**config.mk**
```make
export PLATFORM = sky130hd
export DESIGN_NAME = ones_comp_checksum
export DESIGN_NICKNAME = d
export VERILOG_FILES = /design/src/rtl/ones_comp_checksum.sv
export SDC_FILE = /design/constraint.sdc
export NUM_CORES = 1
export LEC_CHECK = 0
export CAP_MARGIN = 40
export CORE_MARGIN = 8
export CORE_UTILIZATION = 30
export DETAILED_ROUTE_END_ITERATION = 8
export GPL_TIMING_DRIVEN = 0
export SYNTH_ARGS = -nofsm -noshare
export SYNTH_HDL_FRONTEND = slang
export SYNTH_SLANG_ARGS = --single-unit
```
**constraint.sdc**
```tcl
create_clock -name clk -period 2.5 [get_ports clk]
set_clock_uncertainty 0.05 [all_clocks]
set_input_delay 0.5 -clock clk [delete_from_list [all_inputs] [get_ports clk]]
set_output_delay 0.5 -clock clk [all_outputs]
set_load 0.1 [all_outputs]
```
**src/rtl/ones_comp_checksum.sv**
```systemverilog
// Ones'-complement checksum engine: folds a packet of W-bit words with end-around carry.
// Latency: fixed 2 edges from the accepted last word to out_valid; one word per cycle while accumulating.
// Backpressure: in_ready drops in FOLD/DONE; the result is held stable in DONE until out_ready.
//
// Ports:
//   clk, rst_n               clock, asynchronous active-low reset
//   clear                    synchronous abort back to IDLE (highest priority)
//   in_valid/in_ready        input word handshake, with in_data and in_last
//   out_valid/out_ready      result handshake, with out_sum, out_check (= ~out_sum), out_count
module ones_comp_checksum #(
    parameter int W  = 4,
    parameter int CW = 8
) (
    input  logic          clk,
    input  logic          rst_n,
    input  logic          clear,
    input  logic          in_valid,
    output logic          in_ready,
    input  logic [W-1:0]  in_data,
    input  logic          in_last,
    output logic          out_valid,
    input  logic          out_ready,
    output logic [W-1:0]  out_sum,
    output logic [W-1:0]  out_check,
    output logic [CW-1:0] out_count
);

    typedef enum logic [1:0] {
        IDLE = 2'd0,
        ACC  = 2'd1,
        FOLD = 2'd2,
        DONE = 2'd3
    } state_t;

    state_t        state_q, state_d;
    logic [W-1:0]  acc_q, acc_d;
    logic          carry_q, carry_d;
    logic [CW-1:0] cnt_q, cnt_d;

    logic [W:0]    beat_sum;
    logic          accept;

    // Handshake outputs come from the registered state only, so no input
    // reaches an output combinationally.
    assign in_ready  = (state_q == IDLE) || (state_q == ACC);
    assign out_valid = (state_q == DONE);
    assign out_sum   = acc_q;
    assign out_check = ~acc_q;
    assign out_count = cnt_q;

    // The pending carry rides in as carry-in of the next word rather than
    // being folded immediately, keeping the per-beat path a single adder.
    assign beat_sum = {1'b0, acc_q} + {1'b0, in_data} + {{W{1'b0}}, carry_q};
    assign accept   = in_valid && in_ready && !clear;

    always_comb begin
        state_d = state_q;
        acc_d   = acc_q;
        carry_d = carry_q;
        cnt_d   = cnt_q;

        if (clear) begin
            state_d = IDLE;
            acc_d   = '0;
            carry_d = 1'b0;
            cnt_d   = '0;
        end else begin
            case (state_q)
                IDLE, ACC: begin
                    if (accept) begin
                        acc_d   = beat_sum[W-1:0];
                        carry_d = beat_sum[W];
                        if (cnt_q != {CW{1'b1}}) begin
                            cnt_d = cnt_q + {{(CW-1){1'b0}}, 1'b1};
                        end
                        state_d = in_last ? FOLD : ACC;
                    end
                end
                FOLD: begin
                    // acc can never be all-ones while carry is pending, so
                    // this final fold cannot itself overflow.
                    acc_d   = acc_q + {{(W-1){1'b0}}, carry_q};
                    carry_d = 1'b0;
                    state_d = DONE;
                end
                DONE: begin
                    if (out_ready) begin
                        state_d = IDLE;
                        acc_d   = '0;
                        carry_d = 1'b0;
                        cnt_d   = '0;
                    end
                end
                default: begin
                    state_d = IDLE;
                    acc_d   = '0;
                    carry_d = 1'b0;
                    cnt_d   = '0;
                end
            endcase
        end
    end

    always_ff @(posedge clk or negedge rst_n) begin
        if (!rst_n) begin
            state_q <= IDLE;
            acc_q   <= '0;
            carry_q <= 1'b0;
            cnt_q   <= '0;
        end else begin
            state_q <= state_d;
            acc_q   <= acc_d;
            carry_q <= carry_d;
            cnt_q   <= cnt_d;
        end
    end

endmodule

```
==> results of run 1 <==
==> metal layers <==
layer  share of wire  wire, um  vias up
met5               0         0        -
met4           0.024        70        0
met3           0.036       106       10
met2            0.52      1550       32
met1            0.42      1250      509
li1                -         -      505
==> registers in the layout (all words and copies together) (netlist names) <==
name	cells
state_q	2
out_sum	4
out_count	8
carry_q	1
==> worst paths after layout <==
kind	start	endpoint	slack [ps]	cells past startpoint
setup / recovery	state_q[1]$_DFFE_PN0P_	in_ready	150	4
hold / removal	in_valid	out_count[4]$_DFFE_PN0P_	460	3
setup reg to reg	out_sum[0]$_DFFE_PN0P_	out_sum[2]$_DFFE_PN0P_	530	6
hold reg to reg	out_count[6]$_DFFE_PN0P_	out_count[6]$_DFFE_PN0P_	490	1
max in group asynchronous	rst_n	out_sum[3]$_DFFE_PN0P_	1400	1
min in group asynchronous	rst_n	out_count[3]$_DFFE_PN0P_	560	1
==> critical path: cells and delay by family, from the launching register on <==
family / cells / cell delay, ps
flip-flops: 1 / 380
buffers and inverters: 4 / 1120
==> layout by cell type (no fill, tap or decap) <==
master,Yosys,layout
clkbuf_4,0,3
nor3_4,1,1
a21oi_1,10,10
inv_1,6,6
o22ai_2,1,1
a21o_1,1,1
nand2_1,7,7
and3_1,2,2
nor2b_1,1,1
fa_1,2,2
a211oi_1,4,4
clkbuf_1,0,1
and2b_1,1,1
o21a_1,1,1
buf_6,2,2
o41ai_1,1,1
o22ai_1,1,1
nor2_4,1,1
and4_4,1,1
a221oi_1,2,2
mux2i_1,1,1
o21ai_0,9,9
and2_1,1,1
nor3b_1,1,1
and3_4,1,1
nor3_1,1,1
clkdlybuf4s50_1,0,26
nand3_1,5,5
a31oi_1,5,5
nor2_1,6,6
ha_1,6,6
o31ai_1,5,5
and4_1,1,1
nand3b_4,1,1
xnor2_1,3,3
buf_4,2,2
buf_8,0,18
dfrtp_1,15,15
a21bo_1,1,1
nand2b_1,1,1
==> final cells by class <==
cell class,instances,area share
multi-input cells,85,0.371
repair buffers,44,0.318
flip-flops and latches,15,0.225
well taps,46,0.0345
plain buffers,4,0.0225
clock buffers,4,0.0157
inverters,6,0.0135
==> stage by stage <==
step	area (sq um)	hold slack (ps)	worst slack (ps)	instances
after detailed placement	1640	464	-14.3	200
after global placement	1370	447	50.8	182
after floorplan	1050	154	173	110
final	1670	458	153	204
after global routing	1670	466	69.8	204
after CTS	1670	462	156	204
==> report_power, final <==
group	leakage, uW	internal (uW)	total, uW	switching (uW)
Combinational	0.000509	210	563	353
Sequential	0.000202	266	304	38.2
Clock	0.0000150	62.1	145	82.6
==> cells by family after synthesis <==
logic type      after synthesis  share of synthesized area
mux                           1                    0.00949
fa+ha+maj                     8                      0.109
buf+inv                      10                     0.0569
compound gates               41                      0.250
xor+xnor                      3                     0.0249
simple gates                 32                      0.193
flops                        15                      0.356
==> flow_summary.yaml, run 1 <==
status:
  outcome: "complete, no violations"
floorplanning:
  start_util: 0.314
  die_h_um: 75.3
  ios: 28
  die_x_um: 75.3
  core_sq_um: 3360
  rows: 21
  fp.dieArea_sq_um: 5670
cells_and_area:
  nets: 177
  area_growth_pct: 58.2
  drive_gt1_frac: 0.196
  multiInputGateArea_sq_um: 619
  ff_latch_area_sq_um: 375
  postLayoutCoreUtil: 0.496
  n_antenna_cell: 0
  nFillCells: 325
power_and_ir_drop:
  vdd.ir_drop.worst_uv: 244
  p_leak_uw: 0.000726
  power.total_uw: 1010
  powerDensity_nw_per_um2: 606
routing:
  drcViolationCount: 0
  dr.pass1.iters: 4
  wl_um: 2980
  vias: 1056
  ant_nets: 0
  post_drt_wl_per_cell_um: 14.6
  routed_via_density: 5.18
  drt_iter0_drc: 61
logic_synthesis:
  synth_edf_count: 0
  synth_nets: 128
  synthArstFlopShare: 1.00
  synth.most_common_cell: "dfrtp_1"
  ys_seq_elements: 15
  synthTopCellsByArea: "dfrtp_1 (36%), ha_1 (7.1%), a21oi_1 (4.7%)"
  synthFlopType: "dfrtp_1"
  syn_avg_cell_area_sq_um: 9.59
  synth_seq_area_share: 0.356
  yosys_warnings: 0
  synth_top_area_cell: "dfrtp_1"
  syn-instance-count: 110
  synth.top_cell.area_share: 0.356
  synth_cell_types: 36
  synthesis.area_sq_um: 1050
  synth_common_cells: "dfrtp_1 (15), a21oi_1 (10), o21ai_0 (9), nand2_1 (7)"
cts:
  clock-sinks: 15
  ctsHoldBuffers: 0
  path_clk_slew_ps: 90
  htreeDepth: 1
  clock_tree.root_cell: "clkbuf_4"
  clk_path_buf_depth: 2
  cts_resized: 0
  postCtsSetupRepairBufs: 0
  cts_tree: "yes"
  clock_latency_ps: 290
  cts_made_buffers: 3
timing:
  rsz0062_at_grt: "no"
  fin_tns_setup_ps: 0
  setup_viol: 0
  hold_violations: 0
  finalCritPeriodShare: 0.939
  max_freq_ghz: 0.426
  slew_headroom: 0.545
  fin_crit_ps: 2350
  maxSlewViolCount: 0
  tightest_slew_ps: 681
global_routing:
  grt_pass1_vias: 1076
  busiest_layer: "met2"
  antenna_found_initial: 0
  grt_pass1_wl_um: 5020
  grt_use_total: 0.112
  global_route.usage.met1: 0.139
  grt_max_degree: 16
  use_met3: 0.00921
  grt-ovfl-total: 0
  grtUsageMet2: 0.193
placement:
  io_buffers: 26
  dp_hpwl_um: 2340
  gp_congestion: 0.829
setup_path:
  crit_chain: "buf_4 > inv_1 > clkdlybuf4s50_1 > buf_8"
  end_kind: "output pin"
  cp.arrival_ps: 1800
  slowest_delay_ps: 550
  critPathSlowestCell: "clkdlybuf4s50_1"
  worstPathMaxFanout: 10
  start_kind: "flop"
  required_ps: 1950
  crit_type: "reg -> out"
worst_hold_path:
  hold_path.class: "in -> reg"
flow_run:
  max_cap_viol_count: 0
(Power assumes the default switching activity.)
==> inputs of run 2 (changes only) <==
--- a/config.mk
+++ b/config.mk
@@ -6,10 +6,13 @@
 export NUM_CORES = 1
 export LEC_CHECK = 0
 export CAP_MARGIN = 40
+export CELL_PAD_IN_SITES_DETAIL_PLACEMENT = 1
+export CELL_PAD_IN_SITES_GLOBAL_PLACEMENT = 1
 export CORE_MARGIN = 8
 export CORE_UTILIZATION = 30
 export DETAILED_ROUTE_END_ITERATION = 8
 export GPL_TIMING_DRIVEN = 0
+export PLACE_DENSITY_LB_ADDON = 0.1
 export SYNTH_ARGS = -nofsm -noshare
 export SYNTH_HDL_FRONTEND = slang
 export SYNTH_SLANG_ARGS = --single-unit
==> constraint.sdc (replaced) <==
create_clock -name clk -period 2.38 [get_ports clk]
set_clock_uncertainty 0.05 [all_clocks]
set_input_delay 0.476 -clock clk [delete_from_list [all_inputs] [get_ports clk]]
set_output_delay 0.476 -clock clk [all_outputs]
set_load 0.1 [all_outputs]
==> run 2 against run 1 <==
Against the previous run: design area is 0.82% higher; global-route usage grew 1.6 points; sequential cell count stayed put; critical endpoint is now out_valid; highest routed layer unchanged.
==> flow_summary.yaml, run 2 (synthesis gave the netlist of run 1 again) <==
status:
  outcome: "complete, no violations"
timing:
  tightest_slew_ps: 722
  rsz0062_at_grt: "no"
  max_freq_ghz: 0.440
  slew_headroom: 0.517
  whs_ps: 425
  hold_violations: 0
  finalCritPeriodShare: 0.956
  maxSlewViolCount: 0
  fin_crit_ps: 2280
  setup_viol: 0
setup_path:
  r2r_end: "out_sum[2]$_DFFE_PN0P_"
  crit_type: "reg -> out"
  end_kind: "output pin"
  startpoint: "state_q[0]$_DFFE_PN0P_"
  r2r_setup_slack_ps: 400
  worstPathMaxFanout: 8
  slowest_delay_ps: 530
  r2r_start: "out_sum[0]$_DFFE_PN0P_"
  cp.arrival_ps: 1750
  crit_chain: "nand2_1 > inv_1 > clkdlybuf4s50_1 > buf_12"
  worstSetupEndpoint: "out_valid"
  required_ps: 1850
  critPathSlowestCell: "clkdlybuf4s50_1"
  r2r.worst_path.cells: 6
  start_kind: "flop"
cells_and_area:
  nets: 177
  drive_gt1_frac: 0.209
  fin_cells: 204
  final_common_cell: "clkdlybuf4s50_1"
  mostFrequentLayoutCells: "clkdlybuf4s50_1 (26), buf_8 (17), dfrtp_1 (15)"
  nFillCells: 394
  area_growth_pct: 59.5
  stdcell_area_sq_um: 1680
  n_antenna_cell: 0
  largest_register_ffs: 8
global_routing:
  antenna_found_initial: 0
  grt_pass1_wl_um: 5510
  grt-ovfl-total: 0
  grt_max_degree: 16
  grt_use_total: 0.129
  grt_pass1_vias: 1062
floorplanning:
  fp.dieArea_sq_um: 5670
  die_x_um: 75.3
  ios: 28
  start_util: 0.314
  core_sq_um: 3360
  rows: 21
  die_h_um: 75.3
routing:
  drcViolationCount: 0
  routed_via_density: 5.05
  vias: 1030
  post_drt_wl_per_cell_um: 16.1
  ant_nets: 0
  dr.pass1.iters: 4
  wl_um: 3290
  drt_iter0_drc: 44
placement:
  dpl-instance-area_sq_um: 1640
  dpl.cell_count: 200
  dp_hpwl_um: 2640
  gp_congestion: 0.726
  io_buffers: 26
cts:
  clock-sinks: 15
  cts_tree: "yes"
  cts_resized: 0
  clock_tree.root_cell: "clkbuf_4"
  ctsHoldBuffers: 0
  clock_latency_ps: 300
  clk_path_buf_depth: 2
  cts_made_buffers: 3
  postCtsSetupRepairBufs: 0
  htreeDepth: 1
  path_clk_slew_ps: 110
power_and_ir_drop:
  p_leak_uw: 0.000728
  powerDensity_nw_per_um2: 639
  vdd.ir_drop.worst_uv: 432
  power.total_uw: 1080
worst_hold_path:
  hold_path.class: "in -> reg"
flow_run:
  max_cap_viol_count: 0
run 2: changes by cell type in the layout (fill, tap and decap cells not counted):
| cell | previous run | this run |
|---|---|---|
| buf_12 | 0 | 1 |
| buf_6 | 2 | 3 |
| buf_8 | 18 | 17 |
| clkbuf_1 | 1 | 0 |
| inv_1 | 6 | 5 |
| clkinv_2 | 0 | 1 |
| clkinvlp_4 | 0 | 1 |
| buf_4 | 2 | 1 |
run 2: metrics by stage:
step | utilization | worst slack [ps] | TNS (ps)
floorplan | - | 52.5 | 0
global placement | 0.408 | -75.6 | -196
detailed placement | 0.488 | -103 | -197
CTS | 0.497 | 7.32 | 0
global route | 0.500 | 1.37 | 0
finish | 0.500 | 105 | 0
run 2: worst min path at each step:
stage / start / end / depth (start not counted)
2_1_floorplan: rst_n / carry_q$_DFFE_PN0P_ / 0
5_1_grt: in_valid / out_count[3]$_DFFE_PN0P_ / 3
3_5_place_dp: out_count[6]$_DFFE_PN0P_ / out_count[6]$_DFFE_PN0P_ / 1
6_report: in_valid / out_count[3]$_DFFE_PN0P_ / 3
4_1_cts: in_valid / out_count[3]$_DFFE_PN0P_ / 3
3_3_place_gp: out_count[6]$_DFFE_PN0P_ / out_count[6]$_DFFE_PN0P_ / 1
run 2: where the power goes:
part | switching, uW | internal, uW
clock network | 95.8 | 62.6
logic | 375 | 222
registers | 41.1 | 279
total | 512 | 564
run 2: final cells by class:
| cell class | count | area, sq um | area share |
|---|---|---|---|
| inverters | 6 | 26.3 | 0.0156 |
| well taps | 46 | 57.6 | 0.0342 |
| clock inverters | 1 | 5.00 | 0.00297 |
| repair buffers | 44 | 536 | 0.318 |
| flip-flops and latches | 15 | 375 | 0.223 |
| plain buffers | 4 | 41.3 | 0.0245 |
| clock buffers | 3 | 22.5 | 0.0134 |
| multi-input cells | 85 | 619 | 0.368 |
run 2: worst max-delay path, delay by kind of cell (launching register included):
| family | cells | cell delay (ps) |
|---|---|---|
| and+or+nand+nor | 1 | 140 |
| buffers and inverters | 3 | 790 |
| DFF | 1 | 520 |
run 2: metal layers:
layer | share of wire | vias up | global-route usage
met5 | 0 | - | 0
met4 | 0.0070 | 0 | 0.0384
met3 | 0.042 | 2 | 0.0368
met2 | 0.47 | 15 | 0.196
met1 | 0.48 | 508 | 0.171
li1 | - | 505 | -
==> inputs of run 3 (changes only) <==
--- a/config.mk
+++ b/config.mk
@@ -8,9 +8,9 @@
 export CAP_MARGIN = 40
 export CELL_PAD_IN_SITES_DETAIL_PLACEMENT = 1
 export CELL_PAD_IN_SITES_GLOBAL_PLACEMENT = 1
-export CORE_MARGIN = 8
-export CORE_UTILIZATION = 30
+export CORE_UTILIZATION = 40
 export DETAILED_ROUTE_END_ITERATION = 8
+export DONT_BUFFER_PORTS = 1
 export GPL_TIMING_DRIVEN = 0
 export PLACE_DENSITY_LB_ADDON = 0.1
 export SYNTH_ARGS = -nofsm -noshare
==> run 3 against run 2 <==
Against the previous run: worst hold slack got worse by 110 ps; sequential share of layout area increased by 2.0 points; largest power group unchanged; clock-buffer cell count increased by 1; non-clock buffer count decreased by 25; critical path depth increased by 3; largest cell class unchanged.
==> flow_summary.yaml, run 3 (synthesis gave the netlist of run 1 again) <==
floorplanning:
  die_h_um: 53.4
  rows: 18
  fp.dieArea_sq_um: 2850
  die_x_um: 53.4
  start_util: 0.426
  core_sq_um: 2480
  ios: 28
routing:
  drcViolationCount: 0
  routed_via_density: 5.88
  dr.pass1.iters: 4
  ant_nets: 0
  wl_um: 3190
  vias: 959
  drt_iter0_drc: 6
  post_drt_wl_per_cell_um: 19.6
setup_path:
  required_ps: 2520
  r2r_end: "out_sum[2]$_DFFE_PN0P_"
  r2r.worst_path.cells: 7
  r2r_start: "out_sum[0]$_DFFE_PN0P_"
  cp.arrival_ps: 2290
  r2r_setup_slack_ps: 230
  worstSetupEndpoint: "out_sum[2]$_DFFE_PN0P_"
  start_kind: "flop"
  worstPathMaxFanout: 3
  end_kind: "flop"
  startpoint: "out_sum[0]$_DFFE_PN0P_"
  crit_type: "reg -> reg"
cts:
  cts_resized: 0
  cts_tree: "yes"
  clock_latency_ps: 290
  cts_made_buffers: 3
  clock_tree.root_cell: "clkbuf_4"
  htreeDepth: 1
  postCtsSetupRepairBufs: 0
  ctsHoldBuffers: 1
  path_clk_slew_ps: 100
  clk_path_buf_depth: 2
  clock-sinks: 15
cells_and_area:
  final_common_cell: "dfrtp_1"
  nFillCells: 259
  mostFrequentLayoutCells: "dfrtp_1 (15), buf_16 (13), a21oi_1 (10)"
  area_growth_pct: 46.3
  n_antenna_cell: 0
  postLayoutCoreUtil: 0.623
  drive_gt1_frac: 0.233
  nets: 152
  largest_register_ffs: 8
global_routing:
  grt_max_degree: 16
  grtUsageMet2: 0.417
  grt_pass1_wl_um: 5130
  grt-ovfl-total: 0
  busiest_layer: "met2"
  grt_pass1_vias: 988
  global_route.usage.met1: 0.350
  antenna_found_initial: 0
  use_met3: 0.0287
  grt_use_total: 0.264
placement:
  io_buffers: 0
  gp_congestion: 0.781
  dp_hpwl_um: 2510
  pre_cts_slack_ps: 248
power_and_ir_drop:
  vdd.ir_drop.worst_uv: 469
  powerDensity_nw_per_um2: 692
  p_leak_uw: 0.000684
flow_run:
  max_cap_viol_count: 0
worst_hold_path:
  whs_path_depth: 2
  hold_path.class: "in -> reg"
  hold_start: "in_last"
timing:
  fin_crit_ps: 2150
  hold_violations: 0
  fin_ws_ps: 230
  max_freq_ghz: 0.465
  slew_headroom: 0.426
  maxSlewViolCount: 0
  finalCritPeriodShare: 0.903
  rsz0062_at_grt: "no"
  setup_viol: 0
  tightest_slew_ps: 860
status:
  outcome: "complete, no violations"
-- run 3: layout make-up --
cell class	instances	area [sq um]	area share
inverters	6	22.5	0.0146
flip-flops and latches	15	375	0.243
repair buffers	19	424	0.275
multi-input cells	85	619	0.401
plain buffers	4	37.5	0.0243
clock buffers	4	26.3	0.0170
well taps	30	37.5	0.0243
-- run 3: through the flow --
stage	instances	power, uW	hold slack (ps)	area [sq um]	TNS [ps]
after CTS	163	1080	306	1540	0
after global placement	140	711	131	1090	-76.9
after global routing	163	1110	336	1540	0
after floorplan	110	679	130	1050	0
after detailed placement	158	912	131	1510	0
final	163	1070	316	1540	0
-- run 3: power by group --
group	internal [uW]	total (uW)	switching (uW)
registers	279	326	46.5
logic	214	584	370
clock network	65.2	157	91.6
-- run 3: layer usage --
metal  part of all wire  vias to the layer above
met4              0.018                        0
met3              0.025                        4
met5                  0                        -
met1               0.47                      478
li1                   -                      459
met2               0.49                       18
-- run 3: worst max-delay path, stage by stage, from the launching register on --
cell,delay [ps]
dfrtp_1,460
buf_6,160
fa_1,440
fa_1,420
xnor2_1,220
o22ai_1,110
mux2i_1,130
nor2_1,60
-- run 3: how the worst min path moves through the flow --
stage,to,slack (ps)
after floorplan,carry_q$_DFFE_PN0P_,130
after global placement,out_sum[1]$_DFFE_PN0P_,130
after detailed placement,out_sum[2]$_DFFE_PN0P_,130
after CTS,state_q[1]$_DFFE_PN0P_,310
after global routing,state_q[1]$_DFFE_PN0P_,340
final,state_q[1]$_DFFE_PN0P_,320
